==> src/rtl/trng_pkg.sv <==
// ============================================================================
// Module      : trng_pkg
// Description : Shared state encoding and default widths for the TRNG
//               sequencer and the register map.
// Revision    : 1.0
// ============================================================================
`default_nettype none

package trng_pkg;

    localparam int TMW_WIDTH    = 12;
    localparam int WARMUP_WIDTH = 8;
    localparam int WORD_WIDTH   = 32;

    typedef enum logic [1:0] {
        IDLE   = 2'd0,
        WARMUP = 2'd1,
        WINDOW = 2'd2,
        OUTPUT = 2'd3
    } seq_state_e;

endpackage

`default_nettype wire

==> src/rtl/trng_window_timer.sv <==
// ============================================================================
// Module      : trng_window_timer
// Description : Loadable up/down cycle counter with clear and terminal count.
//               Up mode wraps to zero at limit_i; down mode holds at limit_i.
// Revision    : 1.0
// ============================================================================
`default_nettype none

module trng_window_timer #(
    parameter int WIDTH      = 8,
    parameter bit COUNT_DOWN = 1'b0
) (
    input  logic             clk,
    input  logic             rst,
    input  logic             clr_i,
    input  logic             load_i,
    input  logic [WIDTH-1:0] load_val_i,
    input  logic             en_i,
    input  logic [WIDTH-1:0] limit_i,
    output logic             tc_o
);

    logic [WIDTH-1:0] count_q;
    logic [WIDTH-1:0] count_d;

    always_comb begin
        tc_o = (count_q == limit_i);
    end

    always_comb begin
        count_d = count_q;
        if (clr_i) begin
            count_d = '0;
        end else if (load_i) begin
            count_d = load_val_i;
        end else if (en_i) begin
            if (tc_o) begin
                count_d = COUNT_DOWN ? count_q : '0;
            end else begin
                count_d = COUNT_DOWN ? (count_q - WIDTH'(1)) : (count_q + WIDTH'(1));
            end
        end
    end

    always_ff @(posedge clk or posedge rst) begin
        if (rst) begin
            count_q <= '0;
        end else begin
            count_q <= count_d;
        end
    end

endmodule

`default_nettype wire

==> src/rtl/trng_sequencer.sv <==
// ============================================================================
// Module      : trng_sequencer
// Description : TRNG acquisition sequencer: RO warm-up, sampling windows,
//               word assembly and valid/ready output. Optional von Neumann
//               debias enabled by macro TRNG_SEQ_VN_DEBIAS_EN.
// Revision    : 1.0
// ============================================================================
`default_nettype none

module trng_sequencer #(
    parameter int TMW_WIDTH    = trng_pkg::TMW_WIDTH,
    parameter int WARMUP_WIDTH = trng_pkg::WARMUP_WIDTH,
    parameter int WORD_WIDTH   = trng_pkg::WORD_WIDTH
) (
    input  logic                    clk,
    input  logic                    rst,
    input  logic                    start_i,
    input  logic [TMW_WIDTH-1:0]    tmw_max_i,
    input  logic [WARMUP_WIDTH-1:0] warmup_i,
    input  logic                    ro_bit_i,
    output logic                    ro_en_o,
    output logic                    sample_o,
    output logic                    busy_o,
    output logic [WORD_WIDTH-1:0]   word_o,
    output logic                    word_valid_o,
    input  logic                    word_ready_i
);

    import trng_pkg::*;

    localparam int BCW = $clog2(WORD_WIDTH + 1);

    seq_state_e            state_q, state_d;
    logic [WORD_WIDTH-1:0] shift_q, shift_d;
    logic [WORD_WIDTH-1:0] word_q, word_d;
    logic [BCW-1:0]        bit_cnt_q, bit_cnt_d;
    logic                  valid_q, valid_d;
    logic                  sample_q, sample_d;
    logic [TMW_WIDTH-1:0]  win_last_q, win_last_d;

    logic                    w_warm_load;
    logic                    w_warm_en;
    logic                    w_warm_tc;
    logic                    w_win_clr;
    logic                    w_win_en;
    logic                    w_win_tc;
    logic                    w_push;
    logic                    w_push_bit;
    logic [WARMUP_WIDTH-1:0] w_warm_val;
    logic [TMW_WIDTH-1:0]    w_win_last;

`ifdef TRNG_SEQ_VN_DEBIAS_EN
    logic pair_q, pair_d;
    logic first_q, first_d;
`endif

    // Zero-length settings are clamped to one.
    always_comb begin
        w_warm_val = (warmup_i == '0) ? WARMUP_WIDTH'(1) : warmup_i;
        w_win_last = (tmw_max_i == '0) ? '0 : (tmw_max_i - TMW_WIDTH'(1));
    end

    // Warm-up counts down from W to 0; the load cycle is part of the settle time.
    trng_window_timer #(
        .WIDTH      (WARMUP_WIDTH),
        .COUNT_DOWN (1'b1)
    ) u_warm_timer (
        .clk        (clk),
        .rst        (rst),
        .clr_i      (1'b0),
        .load_i     (w_warm_load),
        .load_val_i (w_warm_val),
        .en_i       (w_warm_en),
        .limit_i    ('0),
        .tc_o       (w_warm_tc)
    );

    trng_window_timer #(
        .WIDTH      (TMW_WIDTH),
        .COUNT_DOWN (1'b0)
    ) u_win_timer (
        .clk        (clk),
        .rst        (rst),
        .clr_i      (w_win_clr),
        .load_i     (1'b0),
        .load_val_i ('0),
        .en_i       (w_win_en),
        .limit_i    (win_last_q),
        .tc_o       (w_win_tc)
    );

    always_comb begin
        state_d     = state_q;
        shift_d     = shift_q;
        word_d      = word_q;
        bit_cnt_d   = bit_cnt_q;
        valid_d     = valid_q;
        sample_d    = 1'b0;
        win_last_d  = win_last_q;
        w_warm_load = 1'b0;
        w_warm_en   = 1'b0;
        w_win_clr   = 1'b0;
        w_win_en    = 1'b0;
        w_push      = 1'b0;
        w_push_bit  = ro_bit_i;
`ifdef TRNG_SEQ_VN_DEBIAS_EN
        pair_d      = pair_q;
        first_d     = first_q;
`endif

        case (state_q)
            IDLE: begin
                bit_cnt_d = '0;
                shift_d   = '0;
                w_win_clr = 1'b1;
`ifdef TRNG_SEQ_VN_DEBIAS_EN
                pair_d    = 1'b0;
`endif
                if (start_i) begin
                    state_d     = WARMUP;
                    w_warm_load = 1'b1;
                    win_last_d  = w_win_last;
                end
            end
            WARMUP: begin
                if (!start_i) begin
                    state_d = IDLE;
                end else if (w_warm_tc) begin
                    state_d   = WINDOW;
                    w_win_clr = 1'b1;
`ifdef TRNG_SEQ_VN_DEBIAS_EN
                    pair_d    = 1'b0;
`endif
                end else begin
                    w_warm_en = 1'b1;
                end
            end
            WINDOW: begin
                // Abort takes priority over a coincident sample.
                if (!start_i) begin
                    state_d = IDLE;
                end else begin
                    w_win_en = 1'b1;
                    if (w_win_tc) begin
                        sample_d = 1'b1;
`ifdef TRNG_SEQ_VN_DEBIAS_EN
                        pair_d = ~pair_q;
                        if (!pair_q) begin
                            first_d = ro_bit_i;
                        end else if (first_q != ro_bit_i) begin
                            w_push     = 1'b1;
                            w_push_bit = first_q;
                        end
`else
                        w_push = 1'b1;
`endif
                    end
                end
            end
            OUTPUT: begin
                if (valid_q && word_ready_i) begin
                    valid_d   = 1'b0;
                    bit_cnt_d = '0;
                    w_win_clr = 1'b1;
`ifdef TRNG_SEQ_VN_DEBIAS_EN
                    pair_d    = 1'b0;
`endif
                    state_d   = start_i ? WINDOW : IDLE;
                end
            end
            default: begin
                state_d = IDLE;
            end
        endcase

        if (w_push) begin
            shift_d   = {shift_q[WORD_WIDTH-2:0], w_push_bit};
            bit_cnt_d = bit_cnt_q + BCW'(1);
            if (bit_cnt_q == BCW'(WORD_WIDTH - 1)) begin
                word_d  = {shift_q[WORD_WIDTH-2:0], w_push_bit};
                valid_d = 1'b1;
                state_d = OUTPUT;
            end
        end
    end

    always_ff @(posedge clk or posedge rst) begin
        if (rst) begin
            state_q    <= IDLE;
            shift_q    <= '0;
            word_q     <= '0;
            bit_cnt_q  <= '0;
            valid_q    <= 1'b0;
            sample_q   <= 1'b0;
            win_last_q <= '0;
        end else begin
            state_q    <= state_d;
            shift_q    <= shift_d;
            word_q     <= word_d;
            bit_cnt_q  <= bit_cnt_d;
            valid_q    <= valid_d;
            sample_q   <= sample_d;
            win_last_q <= win_last_d;
        end
    end

`ifdef TRNG_SEQ_VN_DEBIAS_EN
    always_ff @(posedge clk or posedge rst) begin
        if (rst) begin
            pair_q  <= 1'b0;
            first_q <= 1'b0;
        end else begin
            pair_q  <= pair_d;
            first_q <= first_d;
        end
    end
`endif

    always_comb begin
        ro_en_o      = (state_q == WARMUP) || (state_q == WINDOW);
        busy_o       = (state_q != IDLE);
        sample_o     = sample_q;
        word_o       = word_q;
        word_valid_o = valid_q;
    end

endmodule

`default_nettype wire

==> config.mk <==
export PLATFORM = sky130hd
export DESIGN_NAME = trng_sequencer
export DESIGN_NICKNAME = d
export VERILOG_FILES = /design/src/rtl/trng_pkg.sv /design/src/rtl/trng_window_timer.sv /design/src/rtl/trng_sequencer.sv
export SDC_FILE = /design/constraint.sdc
export NUM_CORES = 1
export LEC_CHECK = 0
export ABC_AREA = 1
export CAP_MARGIN = 40
export CORE_ASPECT_RATIO = 1.1
export CORE_MARGIN = 3
export CORE_UTILIZATION = 55
export DETAILED_ROUTE_END_ITERATION = 7
export DONT_BUFFER_PORTS = 1
export PLACE_DENSITY = 0.7
export SYNTH_ARGS = -nofsm -noshare
export SYNTH_HDL_FRONTEND = slang
export SYNTH_SLANG_ARGS = --single-unit
export TNS_END_PERCENT = 30
==> constraint.sdc <==
create_clock -name clk -period 5.9 [get_ports clk]
set_input_delay 1.18 -clock clk [delete_from_list [all_inputs] [get_ports clk]]
set_output_delay 1.18 -clock clk [all_outputs]
set_load 0.05 [all_outputs]
## Word level (Yosys, flattened, before mapping)

Cells that the tools add are included.
Widths: inputs -> output; s select.

| storage, ports and cells | value |
|---|---|
| bits in registers | 105 |
| input bits | 25 |
| output and inout bits | 36 |
| word-level logic and storage cells | 74 |

| cells by class | value |
|---|---|
| add/sub/neg operators | 4 |
| equal/unequal tests | 7 |
| multiplexer cells | 39 |
| reduce and logical (&&, ||, !) cells | 15 |

Operators by type and width:

| kind | count |
|---|---|
| $mux 31 | 2 |
| $mux 12 | 4 |
| $mux 8 | 4 |
| $logic_not 8->1 | 2 |
| $mux 1 | 16 |
| $mux 2 | 8 |
| $add 12x1->12 const B | 1 |
| $eq 12x12->1 | 1 |
| $logic_not 12->1 | 1 |
| $mux 6 | 2 |
| $pmux 6 s2 | 1 |
| $sub 12x1->12 const B | 1 |
| $pmux 2 s4 | 1 |
| $reduce_and 2->1 | 4 |
| $reduce_bool 2->1 | 4 |
| $sub 8x1->8 const B | 1 |
| $add 6x1->6 const B | 1 |
| $eq 6x5->1 const B | 1 |
| $eq 2x2->1 const B | 2 |
| $ne 3x3->1 const B | 1 |
| $pmux 1 s3 | 1 |
| $reduce_bool 3->1 | 1 |
| $eq 2x1->1 const B | 1 |
| $logic_not 2->1 | 1 |
| other kinds (3) | 3 |

## Depth between registers and ports, before layout

| logic depth | value |
|---|---|
| depth after elaboration | 6 |
| mapped depth | 11 |
| gate-level depth less buffers | 11 |

## Hierarchy

A second synthesis with hierarchy kept.

| unflattened totals | value |
|---|---|
| cell total of the unflattened synthesis | 705 |
| area, all modules | 5537.8 µm² |

Modules (own cells, without submodules):

| module | instances | cells each | area an instance (µm²) | seq. area each (µm²) |
|---|---|---|---|---|
| trng_sequencer | 1 | 394 | 3706.1 | 2127.0 |
| trng_window_timer at u_win_timer | 1 | 194 | 1107.3 | 300.3 |
| trng_window_timer at u_warm_timer | 1 | 117 | 724.4 | 200.2 |

## Worst setup path before layout

Ideal clock, no wire load.

| timing path | value |
|---|---|
| kind | reg2out |
| start | register state_q[0] |
| end | output busy_o |
| arrival time | 1469 ps |
| data required time | 4720 ps |
| setup slack | 3251 ps |
| cell stages (with the launch flop) | 5 |
| buffers on the path | 1 |
| cell sequence | dfrtp_1 > inv_1 > ha_1 > inv_1 > buf_1 |

| between the ends | value |
|---|---|
| cells in the longest elaborated chain, start to end | 1 |

Ends and longest elaborated chain:

| element | RTL line | source |
|---|---|---|
| start, declared | trng_sequencer.sv:33 | `seq_state_e state_q, state_d;` |
| start signal, assigned | trng_sequencer.sv:197 | `state_q <= state_d;` |
| $reduce_bool 2->1 | trng_sequencer.sv:221 | `busy_o = (state_q != IDLE);` |
| end, declared | trng_sequencer.sv:23 | `output logic busy_o,` |

Every way passes these cells.

## Final worst setup path

Ends and elaborated chain as after synthesis.

==> flow_metrics.env <==
export IMPL_outcome="finished, final reports clean"
export IMPL_h_tree_depth=3
export IMPL_setup_viol=0
export IMPL_synth_xor_area_share_pct=4.36
export IMPL_synth_compound_area_share_pct=4.67
export IMPL_grt_max_degree=68
export IMPL_powerDensity_nw_per_um2=303
export IMPL_crit_type="flip-flop to output port"
export IMPL_cpMostUsedCell="inv_1"
export IMPL_nets=672
export IMPL_synth_cells=646
export IMPL_worst_pin_slew_ns=0.871
export IMPL_power_frac_clock_pct=25.4
export IMPL_synth_simple_area_share_pct=31.8
export IMPL_seqPwrFrac_pct=49.9
export IMPL_clk_pin_slew_worst_paths_ns=0.11
export IMPL_synth_distinct_cells=29
export IMPL_pre_cts_slack_ns=3.12
export IMPL_crit_reg2reg_capture="win_last_q[3]$_DFFE_PP0P_"
export IMPL_grt_pass1_wl_um=18600
export IMPL_r2r_start="state_q[1]$_DFF_PP0_"
export IMPL_whs_ns=0.508
export IMPL_cts_repair_resized=0
export IMPL_drive_above_1_share_pct=4.83
export IMPL_postLayoutSetupSlackWorst_ns=3.01
export IMPL_drt_iter0_markers=257
export IMPL_setup_tns_ns=0
export IMPL_finClkSkew_ns=0.0152
export IMPL_fin_crit_sh_pct=49.0
export IMPL_final_cell_mix="nand2_1 (226), dfrtp_1 (105), nand3_1 (60), nand4_1 (51), inv_1 (51)"
export IMPL_synthAdderAreaFrac_pct=2.39
export IMPL_diodes=0
export IMPL_end_kind="output port"
export IMPL_dr_pass1_iters=5
export IMPL_synth_top_family_by_area="simple AND/OR/NAND/NOR gates"
export IMPL_critPathCapture="busy_o"
export IMPL_required_ns=4.72
export IMPL_clkLatencyLatePin_ns=0.38
export IMPL_via_per_inst=5.54
export IMPL_start_util_pct=57.8
export IMPL_drtAntennaViolNets=0
export IMPL_p_sw_share_pct=35.6
export IMPL_synth_mux_area_share_pct=0
export IMPL_p_int_mw=1.08
export IMPL_overflow=0
export IMPL_cts_sinks=105
export IMPL_drv_cap=0
export IMPL_numPortBuffers=0
export IMPL_maxClockFrequency_mhz=346
export IMPL_track_usage_pct=21.2
export IMPL_ff2ff_setup_slack_ns=3.49
export IMPL_vias=4190
export IMPL_leakage_nw=2.91
export IMPL_fin_total_pwr_mw=1.68
export IMPL_relSlewSlack_pct=41.9
export IMPL_wl_per_cell_um=14.1
export IMPL_die_area_um2=10700
export IMPL_synth_seq_area_share_pct=50.3
export IMPL_clockBufferDepth=2
export IMPL_syn_to_final_growth_pct=5.96
export IMPL_hpwl_um=7160
export IMPL_slowest_delay_ns=0.46
export IMPL_crit_slowest_cell="dfrtp_1"
export IMPL_io_pins=61
export IMPL_drv_slew=0
export IMPL_routed_wl_um=10600
export IMPL_cp_arrival_ns=1.71
export IMPL_startpoint_type="flip-flop"
export IMPL_gp_congestion=0.824
export IMPL_cp_startpoint="state_q[0]$_DFF_PP0_"
export IMPL_ir_worst_vdd_mv=0.278
export IMPL_path_cells="inv_1, ha_1, inv_1, buf_4"
export IMPL_syn_num_nets=681
export IMPL_fillCellCount=776
export IMPL_chipWidth_um=99.0
export IMPL_min_period_ns=2.89
export IMPL_netlist_area_um2=5230
export IMPL_rsz0062_at_grt="no"
export IMPL_num_rows=36
export IMPL_antenna_found_initial=0
export IMPL_min_path_type="flip-flop to flip-flop"
export IMPL_rr_worst_depth=6
export IMPL_holdBufCountCts=0
export IMPL_post_cts_setup_buffers=0
export IMPL_cts_root_buf="clkbuf_8"
export IMPL_first_global_vias=4065
export IMPL_numCtsBuffers=9
export IMPL_avgSynthCellArea_um2=8.09
export IMPL_coreArea_um2=9050
export IMPL_crit_fanout=32
export IMPL_power_switching_mw=0.598
export IMPL_final_common_cell="nand2_1"
export IMPL_die_y_um=108
export IMPL_power_frac_comb_pct=24.7
export IMPL_hold_violations=0
export IMPL_synth_seq_cells=105
export IMPL_route_detailed_drc=0
export IMPL_synth_warnings=0
export IMPL_cts_tree="yes"
[power by group through the flow]
stage | clock (mW) | combinational (mW) | sequential (mW)
after floorplan | 0 | 0.330 | 0.839
after global placement | 0 | 0.401 | 0.848
after detailed placement | 0 | 0.414 | 0.851
after CTS | 0.438 | 0.416 | 0.837
after global routing | 0.466 | 0.476 | 0.847
final | 0.427 | 0.415 | 0.837
[cells by family after synthesis]
group / count (synthesis)
adders and majority gates: 10
and+or+nand+nor: 379
buffers and inverters: 82
xor gates and xnor gates: 26
DFF: 105
AOI/OAI and AO/OA: 44
[cell usage after synthesis (all sizes together)]
master / n / area share [%]
buf: 14 / 1.7
nor4: 1 / 0.12
nor2: 34 / 2.6
inv: 52 / 3.7
nand3: 61 / 5.9
clkbuf: 15 / 1.1
dfrtp: 105 / 50
xor2: 15 / 2.5
nand4: 52 / 6.3
o221ai: 2 / 0.34
a211oi: 1 / 0.14
nand2: 226 / 16
o31ai: 1 / 0.14
clkinv: 1 / 0.072
nor3: 5 / 0.57
o21ai: 27 / 2.6
o22ai: 5 / 0.60
o211ai: 2 / 0.29
ha: 10 / 2.4
a21oi: 6 / 0.57
xnor2: 11 / 1.8
[state kept, by name, summed over array words and instances (netlist names)]
signal                flops
sample_o                  1
shift_q                  31
u_warm_timer.count_q      8
word_o                   32
state_q                   2
win_last_q               12
u_win_timer.count_q      12
bit_cnt_q                 6
word_valid_o              1
[through the flow]
step | std cells | util, % | instance area [um2]
floorplan | 646 | - | 5230
global placement | 737 | 58.4 | 5290
detailed placement | 740 | 59.2 | 5360
CTS | 756 | 61.2 | 5540
global route | 756 | 61.2 | 5540
finish | 756 | 61.2 | 5540
[worst max-delay path: cells and delay by family, from the launching register on]
kind                       cells  cell delay (ns)
DFF                            1             0.46
adders and majority gates      1             0.27
buffers and inverters          3             0.60
[worst min-delay path by stage]
stage	start	to	slack, ns	depth (start not counted)
floorplan	bit_cnt_q[4]$_DFFE_PP0P_	bit_cnt_q[4]$_DFFE_PP0P_	0.47	2
global placement	shift_q[9]$_DFFE_PP0P_	shift_q[10]$_DFFE_PP0P_	0.49	2
detailed placement	shift_q[30]$_DFFE_PP0P_	shift_q[30]$_DFFE_PP0P_	0.49	2
CTS	shift_q[26]$_DFFE_PP0P_	shift_q[27]$_DFFE_PP0P_	0.50	2
global route	win_last_q[3]$_DFFE_PP0P_	win_last_q[3]$_DFFE_PP0P_	0.54	2
finish	shift_q[26]$_DFFE_PP0P_	shift_q[27]$_DFFE_PP0P_	0.51	2
[layout make-up]
| cell class | instances | area, um2 | share of cell area [%] |
|---|---|---|---|
| flip-flops and latches | 105 | 2630 | 47.4 |
| multi-input cells | 459 | 2270 | 41.0 |
| inverters | 53 | 201 | 3.64 |
| well taps | 114 | 143 | 2.57 |
| clock buffers | 10 | 128 | 2.30 |
| repair buffers | 9 | 115 | 2.08 |
| clock inverters | 6 | 56.3 | 1.02 |
[metal layers]
layer / wire (um) / track usage [%] / share of wire [%] / vias up
li1: - / - / - / 2098
met1: 4970 / 28.2 / 47 / 1986
met5: 0 / 0 / 0 / -
met3: 504 / 5.94 / 4.7 / 13
met2: 5060 / 34.5 / 48 / 93
met4: 109 / 5.56 / 1.0 / 0
(Power assumes the default switching activity.)
